<file path="config.mk">
export PLATFORM = sky130hd
export DESIGN_NAME = vector_lane_alu
export DESIGN_NICKNAME = d
export VERILOG_FILES = /design/src/rtl/vector_lane_alu.sv
export SDC_FILE = /design/constraint.sdc
export NUM_CORES = 1
export LEC_CHECK = 0
export ABC_AREA = 1
export BUFFER_PORTS_ARGS = -buffer_cell sky130_fd_sc_hd__buf_2
export CORE_ASPECT_RATIO = 0.5
export CORE_MARGIN = 3
export CORE_UTILIZATION = 32
export DETAILED_ROUTE_END_ITERATION = 16
export PLACE_DENSITY = 0.46
export SKIP_CTS_REPAIR_TIMING = 1
export SLEW_MARGIN = 20
export SYNTH_ARGS = -nofsm -noshare
export SYNTH_HDL_FRONTEND = slang
export SYNTH_SLANG_ARGS = --single-unit
</file>
<file path="constraint.sdc">
create_clock -name clk -period 4.6 [get_ports clk]
set_input_delay 1.15 -clock clk [delete_from_list [all_inputs] [get_ports clk]]
set_output_delay 1.15 -clock clk [all_outputs]
set_load 0.1 [all_outputs]
</file>
<file path="src/rtl/vector_lane_alu.sv">
// Per-lane element ALU for the vector unit.
// One-cycle integer ops through an output register; MUL via iterative shift-add.
module vector_lane_alu #(
  parameter int LEN              = 32,
  parameter int ENTRY_INDEX_SIZE = 3,
  parameter int SHAMT_WIDTH      = $clog2(LEN)
) (
  input  logic                        clk,
  input  logic                        rst,
  input  logic                        in_valid,
  output logic                        in_ready,
  input  logic [3:0]                  opcode,
  input  logic [LEN-1:0]              vs1,
  input  logic [LEN-1:0]              vs2,
  input  logic [LEN-1:0]              vd_old,
  input  logic                        mask_en,
  input  logic                        mask_bit,
  input  logic [ENTRY_INDEX_SIZE-1:0] idx_in,
  output logic                        out_valid,
  input  logic                        out_ready,
  output logic [LEN-1:0]              result,
  output logic                        out_we,
  output logic [ENTRY_INDEX_SIZE-1:0] out_idx,
  output logic                        illegal
);

  localparam int CW = (LEN > 1) ? $clog2(LEN) : 1;
  localparam logic [CW-1:0] CNT_LAST = CW'(LEN - 1);

  localparam logic [3:0] OP_ADD  = 4'd0;
  localparam logic [3:0] OP_SUB  = 4'd1;
  localparam logic [3:0] OP_AND  = 4'd2;
  localparam logic [3:0] OP_OR   = 4'd3;
  localparam logic [3:0] OP_XOR  = 4'd4;
  localparam logic [3:0] OP_SLL  = 4'd5;
  localparam logic [3:0] OP_SRL  = 4'd6;
  localparam logic [3:0] OP_SRA  = 4'd7;
  localparam logic [3:0] OP_MIN  = 4'd8;
  localparam logic [3:0] OP_MAX  = 4'd9;
  localparam logic [3:0] OP_MINU = 4'd10;
  localparam logic [3:0] OP_MAXU = 4'd11;
  localparam logic [3:0] OP_MUL  = 4'd12;
  localparam logic [3:0] OP_SEQ  = 4'd13;
  localparam logic [3:0] OP_SLT  = 4'd14;

  typedef enum logic [1:0] {
    IDLE,
    MUL,
    OUT
  } state_t;

  state_t                        state_q;
  logic [LEN-1:0]                res_q;
  logic                          we_q;
  logic                          ill_q;
  logic [ENTRY_INDEX_SIZE-1:0]   idx_q;
  logic [LEN-1:0]                acc_q;
  logic [LEN-1:0]                mcand_q;
  logic [LEN-1:0]                mplier_q;
  logic [CW-1:0]                 cnt_q;

  logic                          accept;
  logic                          masked;
  logic [SHAMT_WIDTH-1:0]        shamt;
  logic                          lt_s;
  logic                          lt_u;
  logic [LEN-1:0]                alu_res;
  logic                          alu_ill;
  logic [LEN-1:0]                acc_d;

  assign in_ready  = (state_q == IDLE)
                   | ((state_q == OUT) & out_ready);
  assign out_valid = (state_q == OUT);
  assign result    = res_q;
  assign out_we    = we_q;
  assign out_idx   = idx_q;
  assign illegal   = ill_q;

  assign accept = in_valid & in_ready;
  assign masked = mask_en & ~mask_bit;
  assign shamt  = vs1[SHAMT_WIDTH-1:0];
  assign lt_s   = $signed(vs2) < $signed(vs1);
  assign lt_u   = vs2 < vs1;

  always_comb begin
    alu_res = '0;
    alu_ill = 1'b0;
    case (opcode)
      OP_ADD:  alu_res = vs2 + vs1;
      OP_SUB:  alu_res = vs2 - vs1;
      OP_AND:  alu_res = vs2 & vs1;
      OP_OR:   alu_res = vs2 | vs1;
      OP_XOR:  alu_res = vs2 ^ vs1;
      OP_SLL:  alu_res = vs2 << shamt;
      OP_SRL:  alu_res = vs2 >> shamt;
      OP_SRA:  alu_res = LEN'($signed(vs2) >>> shamt);
      OP_MIN:  alu_res = lt_s ? vs2 : vs1;
      OP_MAX:  alu_res = lt_s ? vs1 : vs2;
      OP_MINU: alu_res = lt_u ? vs2 : vs1;
      OP_MAXU: alu_res = lt_u ? vs1 : vs2;
      OP_MUL:  alu_res = '0;
      OP_SEQ:  alu_res = {{(LEN-1){1'b0}}, vs2 == vs1};
      OP_SLT:  alu_res = {{(LEN-1){1'b0}}, lt_s};
      default: alu_ill = 1'b1;
    endcase
  end

  // One multiplier bit per cycle; only the low LEN bits are kept,
  // which is the same for signed and unsigned operands.
  assign acc_d = acc_q + (mplier_q[0] ? mcand_q : '0);

  always_ff @(posedge clk or posedge rst) begin
    if (rst) begin
      state_q  <= IDLE;
      res_q    <= '0;
      we_q     <= 1'b0;
      ill_q    <= 1'b0;
      idx_q    <= '0;
      acc_q    <= '0;
      mcand_q  <= '0;
      mplier_q <= '0;
      cnt_q    <= '0;
    end else if (accept) begin
      idx_q <= idx_in;
      if (masked) begin
        res_q   <= vd_old;
        we_q    <= 1'b0;
        ill_q   <= 1'b0;
        state_q <= OUT;
      end else if (opcode == OP_MUL) begin
        acc_q    <= '0;
        mcand_q  <= vs2;
        mplier_q <= vs1;
        cnt_q    <= '0;
        state_q  <= MUL;
      end else begin
        res_q   <= alu_res;
        we_q    <= ~alu_ill;
        ill_q   <= alu_ill;
        state_q <= OUT;
      end
    end else begin
      case (state_q)
        MUL: begin
          acc_q    <= acc_d;
          mcand_q  <= mcand_q << 1;
          mplier_q <= mplier_q >> 1;
          cnt_q    <= cnt_q + 1'b1;
          if (cnt_q == CNT_LAST) begin
            res_q   <= acc_d;
            we_q    <= 1'b1;
            ill_q   <= 1'b0;
            state_q <= OUT;
          end
        end
        OUT: begin
          if (out_ready) state_q <= IDLE;
        end
        default: ;
      endcase
    end
  end

endmodule
</file>
==> qor.txt <==
RUN STATUS
----------------------------------------------------------------------------------
Outcome                                                                  completed

CTS
----------------------------------------------------------------------------------
Deepest clock path buffer count                                                  2
Number of H-tree levels                                                          4
CTS tree                                                                       yes
Buffer cell driving the clock tree root                               sky130_fd_sc_hd__clkbuf_16
Clock Latency Late Sink                                                    0.44 ns
Register clock-pin slew on the reported worst setup and hold paths         0.07 ns
Clock net sink count                                                           140
Clock buffer count from CTS                                                     17

SYNTH
----------------------------------------------------------------------------------
Flip-flop and latch count after synthesis                                      140
Dominant synthesized flop cell                                        sky130_fd_sc_hd__dfrtp_1
Avg Inst Size Synth                                                       5.59 um2
Sequential element share of the synthesized area                             18.0%
Fraction of registers with async set/reset                                    100%
Fraction of synthesized cell area taken by the top area cell type            22.0%
Biggest area consumer among synthesized cells                         sky130_fd_sc_hd__nand2_1
Area of the mapped netlist                                              0.0195 mm2
Yosys Warn Count                                                                 0
Number of flops mapped to enable cells by yosys                                  0
Net count after synthesis                                                    3,723
Synth cell types                                                                51
Top cells by area in the synthesized netlist                          sky130_fd_sc_hd__nand2_1 22%, sky130_fd_sc_hd__dfrtp_1 18%, sky130_fd_sc_hd__nand3_1 14%, sky130_fd_sc_hd__ha_1 8.5%, sky130_fd_sc_hd__nor2_1 7.2%
Count of mapped cells out of synthesis                                       3,479

TIMING
----------------------------------------------------------------------------------
Number of max-slew violations in the final report                                0
RSZ-0062 raised after global routing                                         false
Relative max-transition margin                                               40.7%
Worst clock skew                                                         0.0119 ns
Ratio of final minimum period to clock period                                90.3%
Highest clock frequency the design can meet                                241 MHz
Final critical delay including setup and external delays                   4.16 ns
Slew of the pin with the lowest slew margin                               0.883 ns
Final TNS setup                                                               0 ns
Total setup violations reported at the end of the flow                           0
Final hold violations                                                            0

GRT
----------------------------------------------------------------------------------
Aggregate global-route resource usage                                        35.6%
Largest net degree at the start of global routing                              112
Initial antenna violation count                                                  4
Global route total overflow                                                      0
Wire length of the first global-routing pass                            167,000 um
Via count of the first global-routing pass                                  23,600

WORST SETUP PATH
----------------------------------------------------------------------------------
Critical path startpoint                                                   vs1[23]
Type of the setup path with the least slack                           input pin to flop
Reg2Reg Depth                                                                   19
Critical-path maximum fanout                                                    13
R2r setup slk                                                              1.06 ns
Kind of end point of the critical path                                        flop
Required time of the worst setup path                                      4.93 ns
Arrival time worst endpoint                                                4.48 ns
Startpoint of the worst-slack reg-to-reg timing path                  mplier_q[0]$_DFFE_PP0P_
Launching element type of the critical path                              input pin
End of the worst register-to-register path                            result[24]$_DFFE_PP0P_
CP endpoint                                                           result[11]$_DFFE_PP0P_

DIE
----------------------------------------------------------------------------------
Chip Height                                                                 180 um
Full die area                                                           0.0640 mm2
Rows                                                                            63
Initial core utilization                                                     32.6%
Width of the die                                                            355 um
Ports placed on the boundary                                                   148
Core box area                                                           0.0597 mm2

LAYOUT
----------------------------------------------------------------------------------
Most common cell after layout, fill and taps aside                    sky130_fd_sc_hd__nand2_1
Post-Layout Cell Count                                                       4,585
Share of layout cells above drive strength 1                                 13.6%
Most frequent cells in the layout                                     1,141 x sky130_fd_sc_hd__nand2_1, 545 x sky130_fd_sc_hd__nand3_1, 372 x sky130_fd_sc_hd__nor2_1, 310 x sky130_fd_sc_hd__inv_1, 259 x sky130_fd_sc_hd__buf_4
Cell area after layout                                                  0.0234 mm2
Nets                                                                         4,002
Layout area overhead                                                         20.3%

DETAILED ROUTING
----------------------------------------------------------------------------------
Total wire length                                                       117,000 um
DRT iter0 DRCs                                                               3,251
Total via count after detailed routing                                      25,700
Avg WL per Cell                                                            25.6 um
Per-cell via count in the routed design                                       5.60
Remaining number of nets flagged by the antenna check after routing              0
Final routed DRC violation total                                                 0
Count of TritonRoute iterations in the first routing pass                        6

HOLD PATH
----------------------------------------------------------------------------------
Min-Delay Startpoint                                                  out_idx[0]$_DFFE_PP0P_
Hold crit path type                                                   flop to flop

POWER AND IR DROP
----------------------------------------------------------------------------------
IR drop worst, VDD                                                        0.540 mV
LEAKAGE                                                                    12.3 nW
Total power divided by cell area                                        404 mW/mm2

PLACED DESIGN
----------------------------------------------------------------------------------
Number of cells after detailed placement                                     4,550
Final HPWL from detailed placement                                       97,300 um
Count of buffers from port buffering                                           147
Instance area at placement                                              0.0228 mm2
Routability congestion estimate                                               1.03

FLOW RUN
----------------------------------------------------------------------------------
# Max-Cap Violations                                                             0

-- per-stage QoR --
step / hold slack, ns / utilization, % / worst slack [ns] / power (mW)
5_1_grt: 0.505 / 39.2 / 0.327 / 10.1
3_5_place_dp: 0.465 / 38.3 / 0.0588 / 8.06
6_report: 0.484 / 39.2 / 0.445 / 9.47
3_3_place_gp: 0.465 / 38.3 / 0.0779 / 8.04
2_1_floorplan: 0.453 / - / 0.372 / 6.13
4_1_cts: 0.484 / 39.2 / 0.534 / 9.41
-- logic make-up (layout without fill, tap and decap cells) --
kind of cell               count (synthesis)  after routing  share of synthesized area (%)
and+or+nand+nor                         2173           2173                           47.1
AOI/OAI and AO/OA                        532            532                           15.8
buffers and inverters                    494            786                           10.1
DFF                                      140            140                           18.0
adders and majority gates                135            135                           8.80
xor gates and xnor gates                   4              4                          0.180
muxes                                      1              1                         0.0514
other                                      0              2                              0
-- cells in the mapped netlist (3+ instances only) --
cell,instances
sky130_fd_sc_hd__a211oi_1,7
sky130_fd_sc_hd__a21boi_0,6
sky130_fd_sc_hd__a21o_1,11
sky130_fd_sc_hd__a21oi_1,189
sky130_fd_sc_hd__a21oi_2,9
sky130_fd_sc_hd__a221oi_1,6
sky130_fd_sc_hd__a22o_1,4
sky130_fd_sc_hd__a31oi_1,76
sky130_fd_sc_hd__and2_1,7
sky130_fd_sc_hd__buf_1,23
sky130_fd_sc_hd__buf_2,31
sky130_fd_sc_hd__buf_4,5
sky130_fd_sc_hd__buf_6,6
sky130_fd_sc_hd__clkbuf_1,101
sky130_fd_sc_hd__clkinv_1,5
sky130_fd_sc_hd__dfrtp_1,140
sky130_fd_sc_hd__fa_1,3
sky130_fd_sc_hd__ha_1,132
sky130_fd_sc_hd__inv_1,315
sky130_fd_sc_hd__inv_2,8
sky130_fd_sc_hd__nand2_1,1142
sky130_fd_sc_hd__nand2_2,6
sky130_fd_sc_hd__nand2_4,5
sky130_fd_sc_hd__nand3_1,545
sky130_fd_sc_hd__nand3b_1,5
sky130_fd_sc_hd__nand4_1,38
sky130_fd_sc_hd__nor2_1,374
sky130_fd_sc_hd__nor3_1,23
sky130_fd_sc_hd__nor4_1,8
sky130_fd_sc_hd__o211ai_1,18
sky130_fd_sc_hd__o21a_1,12
sky130_fd_sc_hd__o21ai_0,144
sky130_fd_sc_hd__o21ai_1,3
sky130_fd_sc_hd__o21bai_1,19
sky130_fd_sc_hd__o22ai_1,18
sky130_fd_sc_hd__or2_2,12
sky130_fd_sc_hd__xor2_1,4
-- critical path, cell delays in order --
cell and delay [ns]:
sky130_fd_sc_hd__buf_2 0.20, sky130_fd_sc_hd__inv_1 0.14, sky130_fd_sc_hd__ha_1 0.37, sky130_fd_sc_hd__nor2_1 0.15, sky130_fd_sc_hd__inv_1 0.07, sky130_fd_sc_hd__nor2_1 0.20, sky130_fd_sc_hd__nand2_1 0.08, sky130_fd_sc_hd__nand2_1 0.12
sky130_fd_sc_hd__a21oi_4 0.09, sky130_fd_sc_hd__buf_4 0.20, sky130_fd_sc_hd__buf_4 0.20, sky130_fd_sc_hd__nand3_1 0.12, sky130_fd_sc_hd__buf_4 0.18, sky130_fd_sc_hd__o21ai_0 0.09, sky130_fd_sc_hd__nor3_1 0.44, sky130_fd_sc_hd__nand3_1 0.26
sky130_fd_sc_hd__nand2_1 0.14, sky130_fd_sc_hd__nand2_1 0.08, sky130_fd_sc_hd__a21oi_1 0.13, sky130_fd_sc_hd__nor2_1 0.05
-- report_power, final --
part           internal, mW  leakage (nW)  switching (mW)
sequential             1.79          1.69           0.440
clock                 0.718         0.257           0.616
combinational          1.64          10.4            4.26
total                  4.15          12.3            5.32
-- worst min path at each step --
stage                               endpoint  slack [ns]  depth (start not counted)
floorplan           mplier_q[31]$_DFFE_PP0P_        0.45                          2
finish                out_idx[0]$_DFFE_PP0P_        0.48                          2
detailed placement    out_idx[0]$_DFFE_PP0P_        0.47                          2
global placement      out_idx[2]$_DFFE_PP0P_        0.47                          2
global route          out_idx[1]$_DFFE_PP0P_        0.51                          2
CTS                   out_idx[0]$_DFFE_PP0P_        0.48                          2
-- flip-flops by register name, summed over array words and instances (netlist names) --
name and flops:
acc_q 32, mcand_q 32, mplier_q 32, result 32
cnt_q 5, out_idx 3, state_q 2, illegal 1
out_we 1
-- routing by layer --
| layer | global-route usage, % | wire length, um |
|---|---|---|
| met1 | 54.7 | 56600 |
| met2 | 50.1 | 46700 |
| met3 | 7.16 | 11400 |
| met4 | 7.99 | 2790 |
| met5 | 0 | 0 |
-- area by class of cell --
class                   instances  area, um2
fillers                      6900      36300
clock buffers                  19        443
inverters                     328       1240
flip-flops and latches        140       3500
repair buffers                426       3080
diodes                          2       5.00
multi-input cells            2845      14000
clock inverters                13        109
well taps                     812       1020
Power figures use the tool's default switching activity.
